$ cat src/rtl/usb_pkg.sv
// Shared USB definitions: buffer geometry and the common byte type.
package usb_pkg;

    localparam int unsigned BUFFER_DEPTH = 64;

    typedef logic [7:0] usb_byte_t;

endpackage

$ cat src/rtl/usb_buffer_ram.sv
// Byte storage for the USB data buffer: one synchronous write port, async read.
module usb_buffer_ram #(
    parameter int unsigned DEPTH  = 64,
    parameter int unsigned DATA_W = 8,
    localparam int unsigned AW    = $clog2(DEPTH)
) (
    input  logic              clk,
    input  logic              we,
    input  logic [AW-1:0]     waddr,
    input  logic [DATA_W-1:0] wdata,
    input  logic [AW-1:0]     raddr,
    output logic [DATA_W-1:0] rdata
);

    logic [DATA_W-1:0] mem [DEPTH];

    // Contents are don't-care after reset, so the array carries no reset.
    always_ff @(posedge clk) begin
        if (we) begin
            mem[waddr] <= wdata;
        end
    end

    assign rdata = mem[raddr];

endmodule

$ cat src/rtl/usb_data_buffer.sv
// Shared byte FIFO between usb_rx/host (RX payload) and host/TX encoder (TX payload).
module usb_data_buffer
    import usb_pkg::*;
#(
    parameter int unsigned DEPTH  = BUFFER_DEPTH,
    parameter int unsigned DATA_W = $bits(usb_byte_t),
    localparam int unsigned OCC_W = $clog2(DEPTH) + 1
) (
    input  logic              clk,
    input  logic              n_rst,
    input  logic              rx_store_packet_data,
    input  logic [DATA_W-1:0] rx_packet_data,
    input  logic              store_tx_data,
    input  logic [DATA_W-1:0] tx_data,
    input  logic              get_rx_data,
    output logic [DATA_W-1:0] rx_data,
    input  logic              get_tx_packet_data,
    output logic [DATA_W-1:0] tx_packet_data,
    input  logic              flush,
    output logic [OCC_W-1:0]  buffer_occupancy
);

    localparam int unsigned AW = $clog2(DEPTH);

    logic [AW-1:0]     wptr;
    logic [AW-1:0]     rptr;
    logic [OCC_W-1:0]  occ;
    logic [DATA_W-1:0] wr_data;
    logic [DATA_W-1:0] rd_data;
    logic              full;
    logic              empty;
    logic              push_ok;
    logic              pop_ok;
    logic              ram_we;

    // Full/empty come from the occupancy count only; rx wins both arbitrations.
    assign full    = (occ == OCC_W'(DEPTH));
    assign empty   = (occ == '0);
    assign push_ok = (rx_store_packet_data | store_tx_data) & ~full;
    assign pop_ok  = (get_rx_data | get_tx_packet_data) & ~empty;
    assign wr_data = rx_store_packet_data ? rx_packet_data : tx_data;
    assign ram_we  = push_ok & ~flush;

    usb_buffer_ram #(
        .DEPTH  (DEPTH),
        .DATA_W (DATA_W)
    ) u_ram (
        .clk   (clk),
        .we    (ram_we),
        .waddr (wptr),
        .wdata (wr_data),
        .raddr (rptr),
        .rdata (rd_data)
    );

    // Pointer, occupancy and output-register update; flush overrides everything.
    always_ff @(posedge clk or negedge n_rst) begin
        if (!n_rst) begin
            wptr           <= '0;
            rptr           <= '0;
            occ            <= '0;
            rx_data        <= '0;
            tx_packet_data <= '0;
        end else if (flush) begin
            wptr <= '0;
            rptr <= '0;
            occ  <= '0;
        end else begin
            if (push_ok) begin
                wptr <= wptr + AW'(1);
            end
            if (pop_ok) begin
                rptr <= rptr + AW'(1);
                if (get_rx_data) begin
                    rx_data <= rd_data;
                end else begin
                    tx_packet_data <= rd_data;
                end
            end
            case ({push_ok, pop_ok})
                2'b10:   occ <= occ + OCC_W'(1);
                2'b01:   occ <= occ - OCC_W'(1);
                default: occ <= occ;
            endcase
        end
    end

    assign buffer_occupancy = occ;

endmodule
$ cat config.mk
export PLATFORM = sky130hd
export DESIGN_NAME = usb_data_buffer
export DESIGN_NICKNAME = d
export VERILOG_FILES = /design/src/rtl/usb_pkg.sv /design/src/rtl/usb_buffer_ram.sv /design/src/rtl/usb_data_buffer.sv
export SDC_FILE = /design/constraint.sdc
export NUM_CORES = 1
export LEC_CHECK = 0
export BUFFER_PORTS_ARGS = -buffer_cell sky130_fd_sc_hd__buf_2
export CAP_MARGIN = 20
export CORE_AREA = 2 2 238 240
export DETAILED_ROUTE_END_ITERATION = 12
export DIE_AREA = 0 0 240 242
export PLACE_DENSITY = 0.52
export SLEW_MARGIN = 5
export SYNTH_ARGS = -nofsm -noshare
export SYNTH_HDL_FRONTEND = slang
export SYNTH_HIERARCHICAL = 1
export SYNTH_SLANG_ARGS = --single-unit
$ cat constraint.sdc
create_clock -name clk -period 9.1 [get_ports clk]
set_clock_uncertainty 0.05 [all_clocks]
set_input_delay 2.73 -clock clk [delete_from_list [all_inputs] [get_ports clk]]
set_output_delay 2.73 -clock clk [all_outputs]
set_load 0.01 [all_outputs]
After elaboration in Yosys (flattened, before gate mapping)
Memory sizes are Yosys's and may differ from the RTL's.
Index checks and enable logic that the tools add are counted.
{"block": "op_classes", "n_addsub": 4, "mul": 0, "div": 0, "n_lt_le_gt_ge": 0, "eq_ne": 3, "n_shift": 0, "n_mux": 9, "n_bitwise": 9, "n_reduce_logical": 6}
{"operator": "2-to-1 mux 6 bit", "count": 4}
{"operator": "one-hot mux 7 bit (2 select lines)", "count": 1}
{"operator": "adder 6 x 1 -> 6 bit (second input constant)", "count": 2}
{"operator": "2-to-1 mux 8 bit", "count": 1}
{"operator": "adder 7 x 1 -> 7 bit (second input constant)", "count": 1}
{"operator": "== test 7 bit (second input constant)", "count": 1}
{"operator": "logical NOT 7 bit", "count": 1}
{"operator": "2-to-1 mux 7 bit", "count": 1}
{"operator": "subtractor 7 x 1 -> 7 bit (second input constant)", "count": 1}
{"operator": "AND reduction 3 bit", "count": 2}
{"operator": "inverter 1 bit", "count": 4}
{"operator": "nonzero test 2 bit", "count": 2}
{"operator": "bitwise AND 1 bit", "count": 3}
{"operator": "nonzero test 3 bit", "count": 1}
{"operator": "== test 2 x 1 -> 1 bit (second input constant)", "count": 1}
{"operator": "== test 2 bit (second input constant)", "count": 1}
{"operator": "2-to-1 mux 1 bit", "count": 2}
{"operator": "bitwise OR 1 bit", "count": 2}
{"block": "totals", "ff_bits": 35, "latchBits": 0, "ramBits": 512, "romBits": 0, "inputBits": 23, "out_inout_bits": 23, "wordCells": 37, "n_memories": 1}
{"name": "u_ram.mem", "words": 64, "word_bits": 8, "rd": 1, "rd_ports_with_merged_regs": 0, "wr": 1, "line": "usb_buffer_ram.sv:15", "rtl": "logic [DATA_W-1:0] mem [DEPTH];"}

Depth between registers and ports, before layout
Gate-level depths: netlist of the first run.
{"block": "depth", "word_depth": 6, "mapped_depth": 13, "depth_no_buf": 11}

Modules after synthesis
Netlist of the first run, hierarchy kept.
{"module": "usb_buffer_ram", "n_inst": 1, "cells_each": 932, "area_per_inst_um2": 20006.7, "seq_area_each_um2": 15374.7}
{"module": "usb_data_buffer", "n_inst": 1, "cells_each": 179, "area_per_inst_um2": 1963.1, "seq_area_each_um2": 875.8}

Worst setup path before layout of the first run
Ideal clock, no wire load.
{"block": "synth_path", "path_kind": "in2reg", "start": "in get_tx_packet_data", "end": "reg occ[6] (netlist: buffer_occupancy[6])", "setup_time_ps": 99, "arrival_time_ps": 5105, "required_ps": 8951, "slack_ps": 3845, "stages": 12, "n_path_buf": 2, "cell_sequence": "or2_2 -> clkbuf_1 -> nand4_1 -> and2_1 -> buf_6 -> xnor2_1 -> ha_1 -> or4_2 -> nand3_1 -> nor2_2 -> a311o_1 -> a311oi_1"}
{"block": "synth_via", "elab_chain_len": 5, "elab_cells_between_ends": 7, "classes_between": "eq/ne (2); mux (2); bitwise (2); reduce/logical (1)"}
{"element": "start: declaration", "line": "usb_data_buffer.sv:17", "rtl": "input logic get_tx_packet_data,"}
{"element": "bitwise OR 1 bit (*)", "line": "usb_data_buffer.sv:40", "rtl": "assign pop_ok = (get_rx_data | get_tx_packet_data) & ~empty;"}
{"element": "bitwise AND 1 bit (*)", "line": "usb_data_buffer.sv:40"}
{"element": "== test 2 x 1 -> 1 bit / == test 2 bit (equally long branches)", "line": "usb_data_buffer.sv:80", "rtl": "case ({push_ok, pop_ok})"}
{"element": "one-hot mux 7 bit (2 select lines)", "line": "usb_data_buffer.sv:80"}
{"element": "2-to-1 mux 7 bit", "line": "usb_data_buffer.sv:64", "rtl": "end else if (flush) begin"}
{"element": "end signal: assignment", "line": "usb_data_buffer.sv:81", "rtl": "2'b10: occ <= occ + OCC_W'(1);"}
{"element": "end signal: assignment", "line": "usb_data_buffer.sv:82", "rtl": "2'b01: occ <= occ - OCC_W'(1);"}
{"element": "end: declaration", "line": "usb_data_buffer.sv:27", "rtl": "logic [OCC_W-1:0] occ;"}
Every way passes the cells marked *; elsewhere a longest branch is shown, timed or not.
A chain may end at the register's enable or synchronous reset.

Final worst setup path of the first run
{"block": "layout_path", "start": "in rx_store_packet_data", "end": "mem u_ram.mem[38][4], enable pin"}
{"block": "layout_via", "elab_chain_len": 5}
{"element": "start: declaration", "line": "usb_data_buffer.sv:11", "rtl": "input logic rx_store_packet_data,"}
{"element": "bitwise OR 1 bit", "line": "usb_data_buffer.sv:39", "rtl": "assign push_ok = (rx_store_packet_data | store_tx_data) & ~full;"}
{"element": "bitwise AND 1 bit", "line": "usb_data_buffer.sv:39"}
{"element": "bitwise AND 1 bit", "line": "usb_data_buffer.sv:42", "rtl": "assign ram_we = push_ok & ~flush;"}
{"element": "net ram_we", "line": "usb_data_buffer.sv:34", "rtl": "logic ram_we;"}
{"element": "2-to-1 mux 1 bit", "line": "usb_buffer_ram.sv:19", "rtl": "if (we) begin"}
{"element": "2-to-1 mux 1 bit (implied by the code)", "line": "usb_buffer_ram.sv:20", "rtl": "mem[waddr] <= wdata;"}
{"element": "end: declaration", "line": "usb_buffer_ram.sv:15"}
The timed path passes the listed nets, and every way through them passes these cells.

==> flow_metrics.py, run 1 <==
metrics = {
    "routing": {
        "ant_nets": 0,
        "drt_iter0_markers": 1034,
        "drc_errors": 0,
        "vias": 10870,
        "via_per_inst": 5.530,
        "drt-total-wl_mm": 52.18,
        "drt_pre_antenna_iters": 5,
        "wire_per_inst_um": 26.54,
    },
    "setup_path": {
        "crit_family": "simple AND/OR/NAND/NOR gates",
        "r2r_setup_slack_ns": 4.59,
        "critPathLaunchType": "input port",
        "critPathCaptureType": "flip-flop",
        "path_max_fanout": 10,
        "worst_ep_required_time_ns": 9.27,
        "crit_buf_inv": 1,
        "critical_path_class": "in -> reg",
        "cp-endpoint": "u_ram/mem[38][4]",
        "timing.rr.end": "rx_data[5]",
        "startpoint": "rx_store_packet_data",
        "r2r_cells": 6,
        "crit_path_max_incr_delay_ns": 0.77,
        "crit_chain": "buf_2 -> nor2_1 -> a31oi_1 -> nor2b_1 -> nor2b_1 -> nand3_1 -> nor2_1",
        "path_depth": 7,
        "rr_startpoint": "rptr[0]",
        "crit_slowest_cell": "nor2_1",
        "cp.arrival_ns": 6.12,
    },
    "yosys": {
        "yosysWarningCount": 6,
        "ys_seq_area_frac": 0.7397,
        "yosysTopAreaCell": "edfxtp_1",
        "netlist_instances": 1111,
        "ys_ff_latch": 547,
        "synth_edf_count": 512,
        "yosys-top-cells-count": "512 x edfxtp_1, 126 x mux4_2, 105 x nor2_1",
        "syn_area_mm2": 0.02197,
        "synthFlopType": "edfxtp_1",
        "synth.net_count": 1138,
        "synth_cell_types": 59,
        "synth.top_cell.area_share": 0.6998,
        "syn_area_per_cell_um2": 19.77,
        "ys_async_sr_fraction": 0.06399,
        "synthTopCellsByArea": "edfxtp_1 70%, mux4_2 13%, dfrtp_1 4.0%",
        "synth.most_common_cell": "edfxtp_1",
    },
    "sta": {
        "rsz0062_at_grt": "false",
        "min_period_over_period": 0.6539,
        "finalHoldViolations": 0,
        "max_slew.worst_pin.slew_ns": 1.176,
        "period_minus_slack_ns": 5.950,
        "setup_tns_ns": 0,
        "drv_slew": 0,
        "max_freq_mhz": 168.1,
        "slew_headroom": 0.2060,
        "setup_viol": 0,
    },
    "grt": {
        "grt_max_degree": 65,
        "grt_overflow": 0,
        "grt_pass1_wl_mm": 76.80,
        "grt_pass1_vias": 10910,
        "grtUsageTotal": 0.1826,
        "antenna_found_initial": 0,
    },
    "clock_network": {
        "hold_buffers": 0,
        "clockBufferDepth": 3,
        "postCtsSetupBuffers": 0,
        "cts_resized": 0,
        "cts-buffers-inserted": 55,
        "clkLatencyLatePin_ns": 0.60,
        "clock_sinks": 547,
        "cts_max_level": 2,
        "root_buffer": "clkbuf_16",
        "cts_tree": "built",
        "clk_pin_slew_ns": 0.06,
    },
    "floorplanning": {
        "die_h_um": 242,
        "core_area_mm2": 0.05573,
        "die_w_um": 240,
        "ios": 46,
        "die_area_mm2": 0.05808,
        "rows": 87,
        "start_util": 0.3942,
    },
    "power": {
        "leakage_nw": 7.606,
        "p_total_mw": 6.557,
        "powerDensity_mw_per_mm2": 265.7,
        "ir_drop_uv": 164.9,
    },
    "worst_hold_path": {
        "hp-class": "reg -> reg",
    },
    "placement": {
        "dp_hpwl_mm": 31.58,
        "place.port_buffers": 45,
        "place_area_mm2": 0.02286,
        "gp_congestion": 0.7857,
    },
    "cells_and_area": {
        "nNetsFinal": 1192,
        "final_area_mm2": 0.02467,
        "drive_gt1_frac": 0.2620,
        "syn_to_final_growth_pct": 12.31,
        "antenna_cells": 0,
    },
    "run_status": {
        "status": "finished clean",
    },
    "run": {
        "maxCapViolCount": 0,
    },
}
worst reg2reg max path, cell delays in order (launching register included):
cell and delay, ns:
dfrtp_4 0.85, buf_4 0.70, buf_4 0.66, mux4_2 0.62, a2111oi_0 0.84, o41ai_1 0.33, mux2_2 0.34
state kept, by name, summed over array words and instances, names as in the netlist:
name	cells
u_ram/mem	512
buffer_occupancy	7
wptr	6
tx_packet_data	8
rx_data	8
rptr	6
report_power, final:
part           internal [mW]  switching, mW  total (mW)
clock                   1.32          0.935        2.26
combinational          0.599          0.709        1.31
sequential              2.85          0.138        2.99
layout make-up:
class                   instances  area (µm²)
multi-input cells             500        5329
flip-flops and latches        547       16260
repair buffers                 58       320.3
clock buffers                  66        1439
well taps                     756       945.9
clock inverters                36       366.6
inverters                       3       11.26
fillers                      4784       31060
routing by layer:
layer  part of all wire  track usage
met3              0.059      0.03396
met1               0.45       0.2657
met5                  0            0
met4              0.022      0.04585
met2               0.47       0.2847
layout by cell type, fill, tap and decap left out, drive strengths merged, types with 10 or more instances in the layout:
cell,n
mux2,37
mux2i,27
nor3,10
buf,58
dfrtp,35
nand2,25
clkinv,23
nor2,106
o21ai,10
nor2b,17
mux4,126
nand3,20
edfxtp,512
clkbuf,66
how the worst min path moves through the flow:
stage          slack (ns)  cells past startpoint  startpoint         end
2_1_floorplan        0.47                      2     wptr[4]     wptr[4]
3_3_place_gp         0.43                      1  rx_data[6]  rx_data[6]
3_5_place_dp         0.44                      1  rx_data[0]  rx_data[0]
4_1_cts              0.45                      1  rx_data[1]  rx_data[1]
5_1_grt              0.47                      1  rx_data[1]  rx_data[1]
6_report             0.45                      1  rx_data[1]  rx_data[1]
cells by family (layout without fill, tap and decap cells):
family          after synthesis  after routing  share of synthesized area
mux                         190            190                     0.1604
flops                       547            547                     0.7397
buf+inv                      64            163                    0.01862
xor+xnor                     16             16                   0.006379
fa+ha+maj                     4              4                   0.002278
compound gates               78             78                    0.02717
simple gates                212            212                    0.04545
metrics by stage:
step / hold WS (ns) / utilization / worst slack, ns / cells
finish: 0.4499 / 0.4427 / 3.150 / 1966
global route: 0.4672 / 0.4427 / 2.982 / 1966
CTS: 0.4542 / 0.4426 / 3.156 / 1965
detailed placement: 0.4385 / 0.4102 / 2.524 / 1863
global placement: 0.4325 / 0.4101 / 2.661 / 1862
floorplan: 0.4737 / - / 3.845 / 1111
No activity file was read; power rests on OpenSTA's default activity.
==> run 2, diff against run 1 <==
clock period = 5.67 ns   (was 9.1 ns; I/O delays follow)
==> flow_metrics.py, run 2 (synthesized netlist as in run 1, its figures left out) <==
metrics = {
    "setup_path": {
        "critPathCaptureType": "flip-flop",
        "worst_ep_required_time_ns": 5.86,
        "critPathLaunchType": "input port",
        "critical_path_class": "in -> reg",
        "path_max_fanout": 10,
        "cp.arrival_ns": 4.42,
    },
    "worst_hold_path": {
        "hp-class": "reg -> reg",
    },
    "clock_network": {
        "root_buffer": "clkbuf_16",
        "clkLatencyLatePin_ns": 0.62,
        "clock_sinks": 547,
        "clockBufferDepth": 3,
        "hold_buffers": 0,
        "cts_resized": 0,
        "clk_pin_slew_ns": 0.06,
        "cts_max_level": 2,
        "cts_tree": "built",
        "postCtsSetupBuffers": 0,
        "cts-buffers-inserted": 56,
    },
    "power": {
        "ir_drop_uv": 251.4,
        "leakage_nw": 7.669,
        "powerDensity_mw_per_mm2": 421.8,
    },
    "floorplanning": {
        "die_area_mm2": 0.05808,
        "die_w_um": 240,
        "die_h_um": 242,
        "ios": 46,
        "start_util": 0.3942,
        "rows": 87,
        "core_area_mm2": 0.05573,
    },
    "cells_and_area": {
        "final_common_cell": "edfxtp_1",
        "drive_gt1_frac": 0.2681,
        "antenna_cells": 0,
        "regMostFlops": "u_ram/mem",
        "largest_reg_flops": 512,
        "syn_to_final_growth_pct": 12.67,
        "reg_top3": "u_ram/mem: 512 flops, rx_data: 8 flops, tx_packet_data: 8 flops",
        "fillerInstances": 4824,
        "final_cell_mix": "512 x edfxtp_1, 126 x mux4_2, 105 x nor2_1, 56 x clkbuf_16, 45 x buf_2",
        "final_area_mm2": 0.02475,
        "nNetsFinal": 1208,
    },
    "routing": {
        "drt_iter0_markers": 1050,
        "drc_errors": 0,
        "drt_pre_antenna_iters": 5,
        "via_per_inst": 5.542,
        "wire_per_inst_um": 26.94,
        "drt-total-wl_mm": 53.42,
        "vias": 10990,
        "ant_nets": 0,
    },
    "grt": {
        "grt_pass1_vias": 11130,
        "antenna_found_initial": 1,
        "grt_pass1_wl_mm": 78.07,
        "grtUsageTotal": 0.1864,
        "grt_overflow": 0,
        "grt_max_degree": 65,
    },
    "sta": {
        "slew_headroom": 0.2736,
        "max_freq_mhz": 236.4,
        "min_period_over_period": 0.7460,
        "rsz0062_at_grt": "false",
        "setup_tns_ns": 0,
        "drv_slew": 0,
        "period_minus_slack_ns": 4.230,
        "finalHoldViolations": 0,
        "max_slew.worst_pin.slew_ns": 1.080,
        "whs_ns": 0.4480,
        "setup_viol": 0,
    },
    "run_status": {
        "status": "finished clean",
    },
    "placement": {
        "gp_congestion": 0.8450,
        "dp_hpwl_mm": 33.36,
        "place_area_mm2": 0.02303,
        "place.port_buffers": 45,
    },
    "run": {
        "maxCapViolCount": 0,
    },
}
-- run 2: routing by layer --
layer / share of wire / GRT usage
met1: 0.44 / 0.2631
met2: 0.48 / 0.2963
met3: 0.058 / 0.03510
met4: 0.028 / 0.05316
met5: 0.00024 / 0
-- run 2: stage by stage --
stage | power [mW] | util | std cells | setup slack, ns
2_1_floorplan | 6.386 | - | 1111 | 1.444
3_3_place_gp | 7.071 | 0.4133 | 1879 | 0.9047
3_5_place_dp | 7.082 | 0.4133 | 1879 | 0.8194
4_1_cts | 10.56 | 0.4441 | 1983 | 1.490
5_1_grt | 10.86 | 0.4441 | 1983 | 1.258
6_report | 10.44 | 0.4441 | 1983 | 1.440
-- run 2: final cells by class --
| cell class | instances | area [µm²] | share of cell area |
|---|---|---|---|
| Clock buffer | 69 | 1450 | 0.05858 |
| Clock inverter | 35 | 269.0 | 0.01087 |
| Inverter | 3 | 11.26 | 0.0004549 |
| Multi-Input combinational cell | 500 | 5329 | 0.2153 |
| Sequential cell | 547 | 16260 | 0.6570 |
| Tap cell | 756 | 945.9 | 0.03821 |
| Timing Repair Buffer | 73 | 485.5 | 0.01961 |
-- run 2: worst paths after layout --
kind	start	endpoint	slack [ns]	cells after the start
worst max-delay path	rx_store_packet_data	u_ram/mem[42][1]	1.44	7
worst min-delay path	rx_data[2]	rx_data[2]	0.45	1
worst max register to register	rptr[0]	rx_data[3]	2.03	5
worst min register to register	rx_data[2]	rx_data[2]	0.45	1
max in group asynchronous	n_rst	rptr[0]	3.83	1
min in group asynchronous	n_rst	wptr[4]	1.13	1
-- run 2: power breakdown --
part / total [mW] / leakage, nW / internal, mW / switching (mW)
clock: 3.47 / 0.841 / 1.95 / 1.52
sequential: 4.83 / 5.04 / 4.58 / 0.252
combinational: 2.14 / 1.79 / 0.998 / 1.14
-- run 2: worst max-delay path: stages --
cell and delay (ns):
buf_2 0.27, nor2_1 0.17, a31oi_1 0.22, nor2b_1 0.45, nor2b_1 0.32, nand2_1 0.52
nor2_1 0.76
